==> src/rtl/score_hex_driver.sv <==
// Multi-player score display driver: round-robin binary-to-BCD conversion (double dabble)
// feeding registered active-low 7-segment outputs with leading-zero blanking and blink.
module score_hex_driver #(
    parameter int SCORE_W   = 10,
    parameter int DIGITS    = 3,
    parameter int PLAYERS   = 2,
    parameter int BLINK_DIV = 25000000
) (
    input  logic                          clk,
    input  logic                          reset,
    input  logic [PLAYERS*SCORE_W-1:0]    scores_in,
    input  logic                          blank_lz,
    input  logic [PLAYERS-1:0]            blink_mask,
    output logic [7*DIGITS*PLAYERS-1:0]   hex_out,
    output logic [PLAYERS-1:0]            overflow,
    output logic                          busy,
    output logic                          upd_done
);

    localparam int PTR_W   = (PLAYERS > 1) ? $clog2(PLAYERS) : 1;
    localparam int CNT_W   = $clog2(SCORE_W + 1);
    localparam int BLINK_W = (BLINK_DIV > 1) ? $clog2(BLINK_DIV) : 1;
    localparam int BCD_W   = 4 * DIGITS;

    localparam logic [1:0] IDLE  = 2'd0;
    localparam logic [1:0] LOAD  = 2'd1;
    localparam logic [1:0] SHIFT = 2'd2;
    localparam logic [1:0] STORE = 2'd3;

    function automatic logic [63:0] pow10(input int n);
        logic [63:0] r;
        r = 64'd1;
        for (int i = 0; i < n; i++) r = r * 64'd10;
        return r;
    endfunction

    localparam logic [63:0] LIMIT = pow10(DIGITS);

    function automatic logic [6:0] seg7(input logic [3:0] d);
        case (d)
            4'd0:    seg7 = 7'b1000000;
            4'd1:    seg7 = 7'b1111001;
            4'd2:    seg7 = 7'b0100100;
            4'd3:    seg7 = 7'b0110000;
            4'd4:    seg7 = 7'b0011001;
            4'd5:    seg7 = 7'b0010010;
            4'd6:    seg7 = 7'b0000010;
            4'd7:    seg7 = 7'b1111000;
            4'd8:    seg7 = 7'b0000000;
            4'd9:    seg7 = 7'b0010000;
            default: seg7 = 7'b1111111;
        endcase
    endfunction

    logic [1:0]                state;
    logic [PTR_W-1:0]          ptr;
    logic [PTR_W-1:0]          ptr_next;
    logic [PLAYERS-1:0]        valid;
    logic [PLAYERS-1:0]        converted;
    logic [SCORE_W-1:0]        score_arr   [PLAYERS];
    logic [SCORE_W-1:0]        last_sample [PLAYERS];
    logic [BCD_W-1:0]          digit_reg   [PLAYERS];
    logic [SCORE_W-1:0]        shift_reg;
    logic [BCD_W-1:0]          bcd;
    logic [BCD_W-1:0]          bcd_adj;
    logic [BCD_W-1:0]          bcd_shift;
    logic [CNT_W-1:0]          bit_cnt;
    logic [BLINK_W-1:0]        blink_cnt;
    logic                      phase;
    logic [7*DIGITS*PLAYERS-1:0] hex_next;
    logic                      lead;
    logic                      blank_d;
    logic [3:0]                dig;

    always_comb begin
        for (int p = 0; p < PLAYERS; p++) score_arr[p] = scores_in[p*SCORE_W +: SCORE_W];
    end

    assign ptr_next = (ptr == PTR_W'(PLAYERS - 1)) ? '0 : ptr + 1'b1;
    assign busy     = (state != IDLE);
    assign upd_done = (state == STORE);

    // One double-dabble step; carries out of the top digit are dropped since such values saturate.
    always_comb begin
        bcd_adj = bcd;
        for (int d = 0; d < DIGITS; d++) begin
            if (bcd[4*d +: 4] >= 4'd5) bcd_adj[4*d +: 4] = bcd[4*d +: 4] + 4'd3;
        end
        bcd_shift = {bcd_adj[BCD_W-2:0], shift_reg[SCORE_W-1]};
    end

    always_ff @(posedge clk) begin
        if (reset) begin
            state     <= IDLE;
            ptr       <= '0;
            valid     <= '0;
            converted <= '0;
            overflow  <= '0;
            shift_reg <= '0;
            bcd       <= '0;
            bit_cnt   <= '0;
            for (int p = 0; p < PLAYERS; p++) begin
                last_sample[p] <= '0;
                digit_reg[p]   <= '0;
            end
        end else begin
            case (state)
                IDLE: begin
                    if (!valid[ptr] || (score_arr[ptr] != last_sample[ptr])) state <= LOAD;
                    else ptr <= ptr_next;
                end
                LOAD: begin
                    shift_reg        <= score_arr[ptr];
                    last_sample[ptr] <= score_arr[ptr];
                    valid[ptr]       <= 1'b1;
                    bcd              <= '0;
                    bit_cnt          <= '0;
                    state            <= SHIFT;
                end
                SHIFT: begin
                    bcd       <= bcd_shift;
                    shift_reg <= shift_reg << 1;
                    bit_cnt   <= bit_cnt + 1'b1;
                    if (bit_cnt == CNT_W'(SCORE_W - 1)) state <= STORE;
                end
                STORE: begin
                    if (64'(last_sample[ptr]) >= LIMIT) begin
                        digit_reg[ptr] <= {DIGITS{4'd9}};
                        overflow[ptr]  <= 1'b1;
                    end else begin
                        digit_reg[ptr] <= bcd;
                        overflow[ptr]  <= 1'b0;
                    end
                    converted[ptr] <= 1'b1;
                    ptr            <= ptr_next;
                    state          <= IDLE;
                end
                default: state <= IDLE;
            endcase
        end
    end

    always_ff @(posedge clk) begin
        if (reset) begin
            blink_cnt <= '0;
            phase     <= 1'b0;
        end else if (blink_cnt == BLINK_W'(BLINK_DIV - 1)) begin
            blink_cnt <= '0;
            phase     <= ~phase;
        end else begin
            blink_cnt <= blink_cnt + 1'b1;
        end
    end

    // Scan each player's digits from the top so leading zeros blank until the first nonzero digit.
    always_comb begin
        hex_next = '1;
        lead     = 1'b1;
        blank_d  = 1'b1;
        dig      = '0;
        for (int p = 0; p < PLAYERS; p++) begin
            lead = 1'b1;
            for (int d = DIGITS - 1; d >= 0; d--) begin
                dig = digit_reg[p][4*d +: 4];
                if ((dig != 4'd0) || (d == 0)) lead = 1'b0;
                blank_d = !converted[p] || (blink_mask[p] && phase) || (blank_lz && lead);
                hex_next[(p*DIGITS + d)*7 +: 7] = blank_d ? 7'b1111111 : seg7(dig);
            end
        end
    end

    always_ff @(posedge clk) begin
        if (reset) hex_out <= '1;
        else       hex_out <= hex_next;
    end

endmodule
==> config.mk <==
export PLATFORM = sky130hd
export DESIGN_NAME = score_hex_driver
export DESIGN_NICKNAME = d
export VERILOG_FILES = /design/src/rtl/score_hex_driver.sv
export SDC_FILE = /design/constraint.sdc
export NUM_CORES = 1
export LEC_CHECK = 0
export ABC_AREA = 1
export BUFFER_PORTS_ARGS = -buffer_cell sky130_fd_sc_hd__buf_2
export CAP_MARGIN = 20
export CORE_MARGIN = 1.5
export CORE_UTILIZATION = 40
export DETAILED_ROUTE_END_ITERATION = 8
export REMOVE_ABC_BUFFERS = 1
export SLEW_MARGIN = 0
export SYNTH_ARGS = -nofsm -noshare
export SYNTH_HDL_FRONTEND = slang
export SYNTH_SLANG_ARGS = --single-unit
==> constraint.sdc <==
create_clock -name clk -period 2.68 [get_ports clk]
set_clock_uncertainty 0.05 [all_clocks]
set_input_delay 0.268 -clock clk [delete_from_list [all_inputs] [get_ports clk]]
set_output_delay 0.268 -clock clk [all_outputs]
set_load 0.005 [all_outputs]
**Yosys cells after proc, flatten, opt, wreduce, memory -nomap -nowiden**

Memory sizes are Yosys's and may differ from the RTL's. A register that Yosys moved wholly into a read port is not among the register bits.
Index checks and enable logic that the tools add are counted.

- Logic and storage cells: 130
- Flip-flop bits (word level): 61
- Memory bits (read-only): 672
- Memories: 8
- Input bits: 25
- Latch bits: 0
- RAM bits: 44

Memory list:

| name | depth | width | rd ports | clocked after memory_dff | write ports | line | text |
|---|---|---|---|---|---|---|---|
| (name not given) | 16 | 7 | 1 | 1 | 0 | 40 | `case (d)` |
| (name not given) | 16 | 7 | 1 | 1 | 0 | 40 |  |
| (name not given) | 16 | 7 | 1 | 1 | 0 | 40 |  |
| (name not given) | 16 | 7 | 1 | 1 | 0 | 40 |  |
| (name not given) | 16 | 7 | 1 | 1 | 0 | 40 |  |
| (name not given) | 16 | 7 | 1 | 1 | 0 | 40 |  |
| +2 memories | -- | -- | -- | -- | -- | -- |  |

- Equal/unequal tests: 9
- Order comparisons: 7
- Bitwise gates (word level): 8
- Shift-type cells: 0
- Reduce and logical (&&, ||, !) cells: 36
- $mul: 0
- Add/sub/neg operators: 6
- Divide/modulo/power cells: 0
- Muxes and demuxes: 46

Operators with widths:

| kind | count |
|---|---|
| $mux W10 | 4 |
| $mux W1 | 28 |
| $add A25 B1 Y25 const B | 1 |
| $eq A25 B25 Y1 const B | 1 |
| $mux W12 | 2 |
| $pmux W12 S2 | 1 |
| $pmux W10 S2 | 1 |
| $reduce_bool A4 Y1 | 4 |
| $reduce_or A2 Y1 | 7 |
| $ge A4 B3 Y1 const B | 3 |
| $reduce_or A12 Y1 | 1 |
| $ge A10 B10 Y1 const B | 1 |
| $ne A10 B10 Y1 | 1 |
| $reduce_or A10 Y1 | 1 |
| $add A4 B2 Y4 const B | 2 |
| $mux W4 | 2 |
| $pmux W2 S4 | 1 |
| $pmux W4 S2 | 1 |
| $logic_and A1 B1 Y1 | 7 |
| $logic_or A1 B1 Y1 | 7 |
| $mux W2 | 3 |
| $ne A2 B2 Y1 const B | 3 |
| $or A2 B2 Y2 | 3 |
| $reduce_bool A2 Y1 | 3 |
| 20 further kinds | 24 |

**Depth between registers and ports, before layout**

Gate-level depths: netlist (run 1).

- Depth after elaboration: 10
- Gate-level depth with buffers: 14
- Depth with buffers taken out: 12

**Least setup slack after synthesis (run 1)**

OpenSTA, ideal clock, no wires.

- Path kind: reg2reg
- From: register state[0]
- To: memory digit_reg[0][0] (netlist name), enable pin
- Required time: 2.280 ns
- Path slack: 0.652 ns
- Buffers on the path: 0
- Cell stages (with the launch flop): 8
- Arrival: 1.628 ns
- Library setup time: 0.350 ns
- Period minus slack after synthesis: 2.028 ns
- Cells stage by stage: dfxtp_1 > ha_1 > inv_1 > nor2_1 > inv_1 > nor2_1 > clkinv_1 > nand2_1

RTL lines:

| item | line | text |
|---|---|---|
| start, declared | 55 | `logic [1:0] state;` |
| start signal, assigned | 94 | `state <= IDLE;` |
| start signal, assigned | 109 | `if (!valid[ptr] \|\| (score_arr[ptr] != last_sample[ptr])) state <= LOAD;` |
| start signal, assigned | 118 | `state <= SHIFT;` |
| end, declared | 62 | `logic [BCD_W-1:0] digit_reg [PLAYERS];` |

==> qor.csv, run 1 <==
stage,metric,value,unit
synth,post-synthesis sequential area ratio,46.6,%
worst_setup_path,Crit path required time,2700,ps
place,DP Area,7890,sq um
routing,vias,5996,
cts,CTS root buf,clkbuf_16,
synth,Yosys warning count,0,
routing,1st-pass router iterations,7,
floorplan,Die X-Extent,138,um
cts,worst skew pair latency,430,ps
cells_and_area,NumNets Final,1088,
floorplan,IO Pins,71,
cts,post-cts sizing count,0,
cts,deepest clock path buffer count,2,
run_status,outcome,"complete, no violations",
floorplan,Die ar.,19100,sq um
worst_setup_path,critical-path maximum fanout,12,
run,Max-cap violations,0,
synth,Netlist cell types,42,
synth,share of the synthesized area in the top cell type,28.5,%
floorplan,initial cell density of the core,40.8,%
synth,"FF+latch count, synth",148,
cells_and_area,post-route core utilization,47.3,%
sta,final setup vio count,0,
synth,largest area contributor in the netlist,dfxtp_1,
cts,hold_buf cts,0,
sta,fin crit share,82.6,%
worst_hold_path,Worst Hold Launch,blink_mask[0],
worst_hold_path,Tightest Hold Check Type,input port to register,
worst_setup_path,CP endpoint kind,register,
sta,Rel. slew slack,60.8,%
sta,final hold vios,0,
sta,FMAX,0.452,GHz
cells_and_area,"commonest non-fill, non-tap cells in the layout","nand2_1 (246), inv_1 (135), dfxtp_1 (104), nor2_1 (96), buf_2 (70)",
cells_and_area,"commonest non-fill, non-tap cell in the layout",nand2_1,
cts,CTS tree,done,
power,Pwr Density,724,nW/um^2
routing,DR iter-0 viols,337,
place,gpl congestion,0.892,
place,IO Port Bufs,70,
sta,Max Slew Vio Count,0,
cells_and_area,layout cells sized above 1,14.3,%
synth,Async SR Flop Fraction,0,%
worst_setup_path,Crit. Startpoint,state[0],
routing,final wirelength,16200,um
sta,Worst Tran Pin Value,587,ps
grt,vias in the first global route,5530,
sta,unrepaired setup endpoints after global routing,no,
routing,DRC viols,0,
cells_and_area,max FFs per register,42,
cts,Sink Count,148,
floorplan,num rows,49,
grt,initial antenna violation count,0,
grt,GRT Overall Usage,17.4,%
grt,global-route wire length before repair,27000,um
cells_and_area,Syn-to-layout area delta,16.1,%
place,hpwl dp,11900,um
worst_setup_path,Worst Path Arrival,2230,ps
worst_setup_path,R2R setup slack,470,ps
routing,Routed Antenna Nets,0,
worst_setup_path,worst r2r src,state[0],
cts,post-CTS setup buffer count,0,
routing,drt wl/cell,12.8,um
floorplan,core area,17900,sq um
grt,GRT overflow,0,
cells_and_area,Finished Layout Cells,1265,
worst_setup_path,startpoint types,register,
power,Worst VDD drop,0.000480,V
synth,"Primary FF master, synth",dfxtp_1,
cts,clock buffer count from CTS,17,
synth,Synth Cell Area,7300,sq um
synth,Post-synth EDFFs,44,
synth,synthesized area per cell,7.75,sq um
cts,htree depth,4,
sta,Final Critical Period,2210,ps
worst_setup_path,end point of the critical path,digit_reg[0][4],
power,Pleak,0.00361,uW
sta,final setup TNS,0,ps
cells_and_area,Ant. Diodes,0,
worst_setup_path,Worst R2R End,digit_reg[0][4],
grt,pin count of the biggest net entering global routing,20,
routing,DR vias/cell,4.74,
cts,Worst-path clk slew,60,ps
worst_setup_path,crit path kind,register to register,
synth,Area contributors post-synth,"dfxtp_1 (29%), edfxtp_1 (18%), nand2_1 (13%)",
synth,Post-Synthesis Cells,941,
worst_setup_path,Reg2Reg Depth,7,
place,placed cell count,1233,
cells_and_area,cell area after layout,8470,sq um
floorplan,die height,138,um
-- cells by family (layout without fill, tap and decap cells) --
family / Yosys count / after routing / share of synthesized area, %
AO/OA/AOI/OAI: 144 / 144 / 10.9
XOR/XNOR: 9 / 9 / 1.08
adder cells (fa/ha/maj): 40 / 40 / 6.86
buffers and inverters: 161 / 256 / 9.24
flip-flops: 148 / 148 / 46.6
AND/OR/NAND/NOR: 439 / 439 / 25.3
-- metrics by stage --
| step | setup WS [ps] | power, uW | hold WS [ps] |
|---|---|---|---|
| 6_report | 466 | 6130 | 95.4 |
| 5_1_grt | 187 | 6450 | 92.5 |
| 4_1_cts | 452 | 6190 | 89.1 |
| 3_5_place_dp | 481 | 3800 | 397 |
| 3_3_place_gp | 515 | 3800 | 381 |
| 2_1_floorplan | 631 | 3380 | 287 |
-- area by class of cell --
class | count | area (sq um)
repair buffers | 83 | 448
well taps | 229 | 287
inverters | 141 | 532
flip-flops and latches | 148 | 3400
fillers | 1784 | 9430
clock buffers | 17 | 425
clock inverters | 15 | 158
multi-input cells | 632 | 3220
-- critical path, stage by stage, from the launching register on --
cell and delay, ps:
dfxtp_1 380, ha_1 210, inv_1 50, nor2_1 140, inv_1 70, nor2_1 370, clkinv_1 160, nand2_1 420
-- routing by layer --
| metal | vias to the layer above | track usage [%] | part of all wire (%) |
|---|---|---|---|
| li1 | 3177 | - | - |
| met1 | 2708 | 23.1 | 49 |
| met2 | 98 | 28.3 | 46 |
| met3 | 13 | 4.33 | 3.7 |
| met4 | 0 | 5.10 | 1.0 |
| met5 | - | 0 | 0 |
-- report_power, final --
part | switching [uW] | internal (uW) | total [uW]
logic | 758 | 383 | 1140
clock network | 992 | 1380 | 2370
registers | 116 | 2500 | 2620
-- cell usage after synthesis, types with 2 or more instances --
| library cell | number |
|---|---|
| and3_1 | 2 |
| or2_0 | 2 |
| buf_2 | 3 |
| inv_1 | 135 |
| buf_6 | 7 |
| o21ai_1 | 16 |
| buf_4 | 3 |
| nand3_1 | 41 |
| nor2_2 | 7 |
| xor2_1 | 7 |
| edfxtp_1 | 44 |
| clkinv_1 | 2 |
| a22oi_1 | 2 |
| dfxtp_1 | 104 |
| nand2_2 | 5 |
| o21ai_0 | 49 |
| xnor2_1 | 2 |
| ha_1 | 40 |
| or2_2 | 13 |
| buf_1 | 3 |
| nor2_1 | 96 |
| inv_2 | 3 |
| o211ai_1 | 9 |
| a31oi_1 | 5 |
| a21oi_1 | 52 |
| nand4_1 | 6 |
| nor2_4 | 2 |
| nor3_1 | 13 |
| clkbuf_1 | 4 |
| o21ai_2 | 3 |
| a221oi_1 | 4 |
| nand2_1 | 246 |
| nand3b_1 | 2 |
-- worst min path at each step --
stage | end | slack [ps] | depth (start not counted)
finish | hex_out[18] | 100 | 3
global route | hex_out[18] | 90 | 3
CTS | last_sample[1][0] | 90 | 3
detailed placement | blink_cnt[0] | 400 | 1
global placement | blink_cnt[0] | 380 | 1
floorplan | bcd[0] | 290 | 1
Power figures use the tool's default switching activity.
==> inputs of run 2 (changes only) <==
ABC_AREA = 0   (was 1)
clock period = 2.1 ns   (was 2.68 ns; I/O delays follow)
==> run 2 against run 1 <==
Core utilization increased by 0.99 points. Power up 33%. Final cell count decreased by 17%.
==> qor.csv, run 2 <==
stage,metric,value,unit
grt,global-route wire length before repair,23200,um
routing,DR iter-0 viols,188,
synth,"FF+latch count, synth",148,
worst_setup_path,Reg2Reg Depth,6,
run,Max-cap violations,0,
floorplan,Die ar.,18400,sq um
synth,Netlist cell types,51,
sta,final hold slack,21.3,ps
synth,Post-Synth Adder-Cell Area,7.10,%
worst_setup_path,worst r2r src,ptr,
power,Worst VDD drop,0.000638,V
synth,Synth top cells by count,"dfxtp_1 (104), nor2_1 (87), nand2_1 (50), a21oi_1 (46), inv_1 (45)",
sta,final hold vios,0,
cells_and_area,Ant. Diodes,0,
synth,largest area contributor in the netlist,dfxtp_1,
synth,Yosys warning count,0,
grt,vias in the first global route,4887,
sta,Max Slew Vio Count,0,
sta,fin crit share,90.7,%
cts,hold_buf cts,0,
floorplan,die height,136,um
worst_setup_path,Crit path required time,2350,ps
worst_setup_path,critical-path maximum fanout,8,
sta,unrepaired setup endpoints after global routing,no,
place,IO Port Bufs,70,
worst_hold_path,sink of the worst hold path,last_sample[0][1],
synth,Synth Area in Simple Gates,18.7,%
cts,worst skew pair latency,430,ps
synth,share of the synthesized area in the top cell type,29.5,%
synth,Synth Cell Area,7050,sq um
worst_setup_path,Worst R2R End,ptr,
routing,Routed Antenna Nets,0,
synth,Post-Synthesis Cells,738,
grt,GRT Overall Usage,16.2,%
worst_setup_path,Worst Path Arrival,2150,ps
cells_and_area,post-route core utilization,48.3,%
grt,GRT overflow,0,
synth,most frequent cell after synthesis,dfxtp_1,
place,"worst slack, placed",132,ps
floorplan,Die X-Extent,136,um
synth,Post-synth EDFFs,44,
floorplan,initial cell density of the core,40.9,%
floorplan,core area,17200,sq um
synth,post-synthesis compound-gate area fraction,10.8,%
cts,CTS root buf,clkbuf_16,
worst_setup_path,worst-path cell chain,"buf_4, mux2i_1, xor2_1, nor4_2, and4_1, o221ai_1",
worst_setup_path,"CP delay by family, top",simple AND/OR/NAND/NOR gates,
grt,pin count of the biggest net entering global routing,26,
place,gpl congestion,0.835,
synth,Async SR Flop Fraction,0,%
sta,final setup vio count,0,
cts,deepest clock path buffer count,2,
cts,htree depth,4,
cts,CTS tree,done,
power,Pleak,0.00326,uW
synth,"Primary FF master, synth",dfxtp_1,
synth,mux contribution to synthesized area,5.13,%
cts,post-CTS setup buffer count,0,
worst_hold_path,Hold Crit Depth,2,
cts,Sink Count,148,
routing,DRC viols,0,
power,Total Power,8140,uW
routing,final wirelength,14100,um
worst_setup_path,CP max stage cell,dfxtp_1,
worst_setup_path,CP endpoint kind,register,
cells_and_area,layout cells sized above 1,16.1,%
sta,Worst Tran Pin Value,692,ps
worst_hold_path,Tightest Hold Check Type,input port to register,
place,DP Area,7690,sq um
worst_setup_path,Critical path buffers and inverters,1,
place,hpwl dp,10200,um
routing,drt wl/cell,13.4,um
worst_setup_path,crit path kind,register to register,
grt,initial antenna violation count,0,
cts,Worst-path clk slew,60,ps
routing,vias,5185,
cells_and_area,Syn-to-layout area delta,18.1,%
floorplan,IO Pins,71,
cells_and_area,"commonest non-fill, non-tap cells in the layout","dfxtp_1 (104), nor2_1 (87), buf_2 (70), nand2_1 (50), a21oi_1 (46)",
routing,1st-pass router iterations,4,
synth,xor/xnor cell area share of the yosys netlist,5.09,%
cells_and_area,cell area after layout,8330,sq um
worst_setup_path,max incr delay on CP,380,ps
routing,DR vias/cell,4.92,
sta,FMAX,0.525,GHz
synth,Area contributors post-synth,"dfxtp_1 (30%), edfxtp_1 (19%), ha_1 (7.1%)",
sta,Final Critical Period,1900,ps
cells_and_area,max FFs per register,42,
worst_hold_path,Worst Hold Launch,scores_in[1],
power,Pwr Density,977,nW/um^2
synth,post-synthesis sequential area ratio,48.3,%
worst_setup_path,startpoint types,register,
cts,clock buffer count from CTS,17,
cells_and_area,"commonest non-fill, non-tap cell in the layout",dfxtp_1,
sta,PnR worst setup slack,196,ps
synth,largest family of logic cells by synthesized area,simple AND/OR/NAND/NOR gates,
floorplan,num rows,48,
run_status,outcome,"complete, no violations",
sta,Rel. slew slack,53.7,%
synth,synthesized area per cell,9.55,sq um
cells_and_area,NumNets Final,880,
worst_setup_path,R2R setup slack,200,ps
[run 2: worst max path at each step]
stage	depth (start not counted)	from	slack (ps)	endpoint
after floorplan	7	state[1]	-100	bit_cnt[2]
after global placement	6	ptr	140	ptr
after detailed placement	6	ptr	130	ptr
after CTS	6	ptr	120	register
after global routing	7	state[1]	20	bit_cnt[2]
final	6	ptr	200	ptr
[run 2: stage by stage]
stage               TNS, ps  cells
floorplan              -233    705
global placement          0   1021
detailed placement        0   1021
CTS                       0   1053
global route              0   1053
finish                    0   1053
[run 2: timing repair]
item / 4_1_cts / 5_1_grt
gates resized for setup: 0 / 1
endpoints found under the hold margin: 0 / 0
setup endpoints to repair: 0 / 1
[run 2: where the power goes]
part | switching (uW) | total [uW] | internal (uW)
Sequential | 188 | 3410 | 3220
Clock | 1130 | 3260 | 2120
Combinational | 847 | 1470 | 622
Total | 2170 | 8140 | 5970
[run 2: metal layers]
layer  wire [um]  vias up  track usage [%]  share of wire, %
met4         172        0             7.65               1.2
met1        6770     2407             20.2                48
met3         532       13             3.63               3.8
met5           0        -                0                 0
li1            -     2686                -                 -
met2        6630       79             26.6                47
[run 2: worst reg2reg max path: cells and delay by family (launching register included)]
| kind | cells | cell delay [ps] |
|---|---|---|
| xor gates and xnor gates | 1 | 120 |
| and+or+nand+nor | 2 | 620 |
| DFF | 1 | 380 |
| buffers and inverters | 1 | 190 |
| muxes | 1 | 290 |
| AOI/OAI and AO/OA | 1 | 140 |
[run 2: area by class of cell]
class	instances	area, sq um
inverters	46	173
well taps	225	282
clock buffers	21	450
flip-flops and latches	148	3400
multi-input cells	511	3300
clock inverters	11	181
fillers	1620	8910
repair buffers	91	533
[run 2: cells by family (layout without fill, tap and decap cells)]
logic type,after synthesis,count (layout)
AND/OR/NAND/NOR,262,262
flip-flops,148,148
AO/OA/AOI/OAI,132,132
buffers and inverters,79,169
XOR/XNOR,41,41
adder cells (fa/ha/maj),40,40
multiplexers,36,36
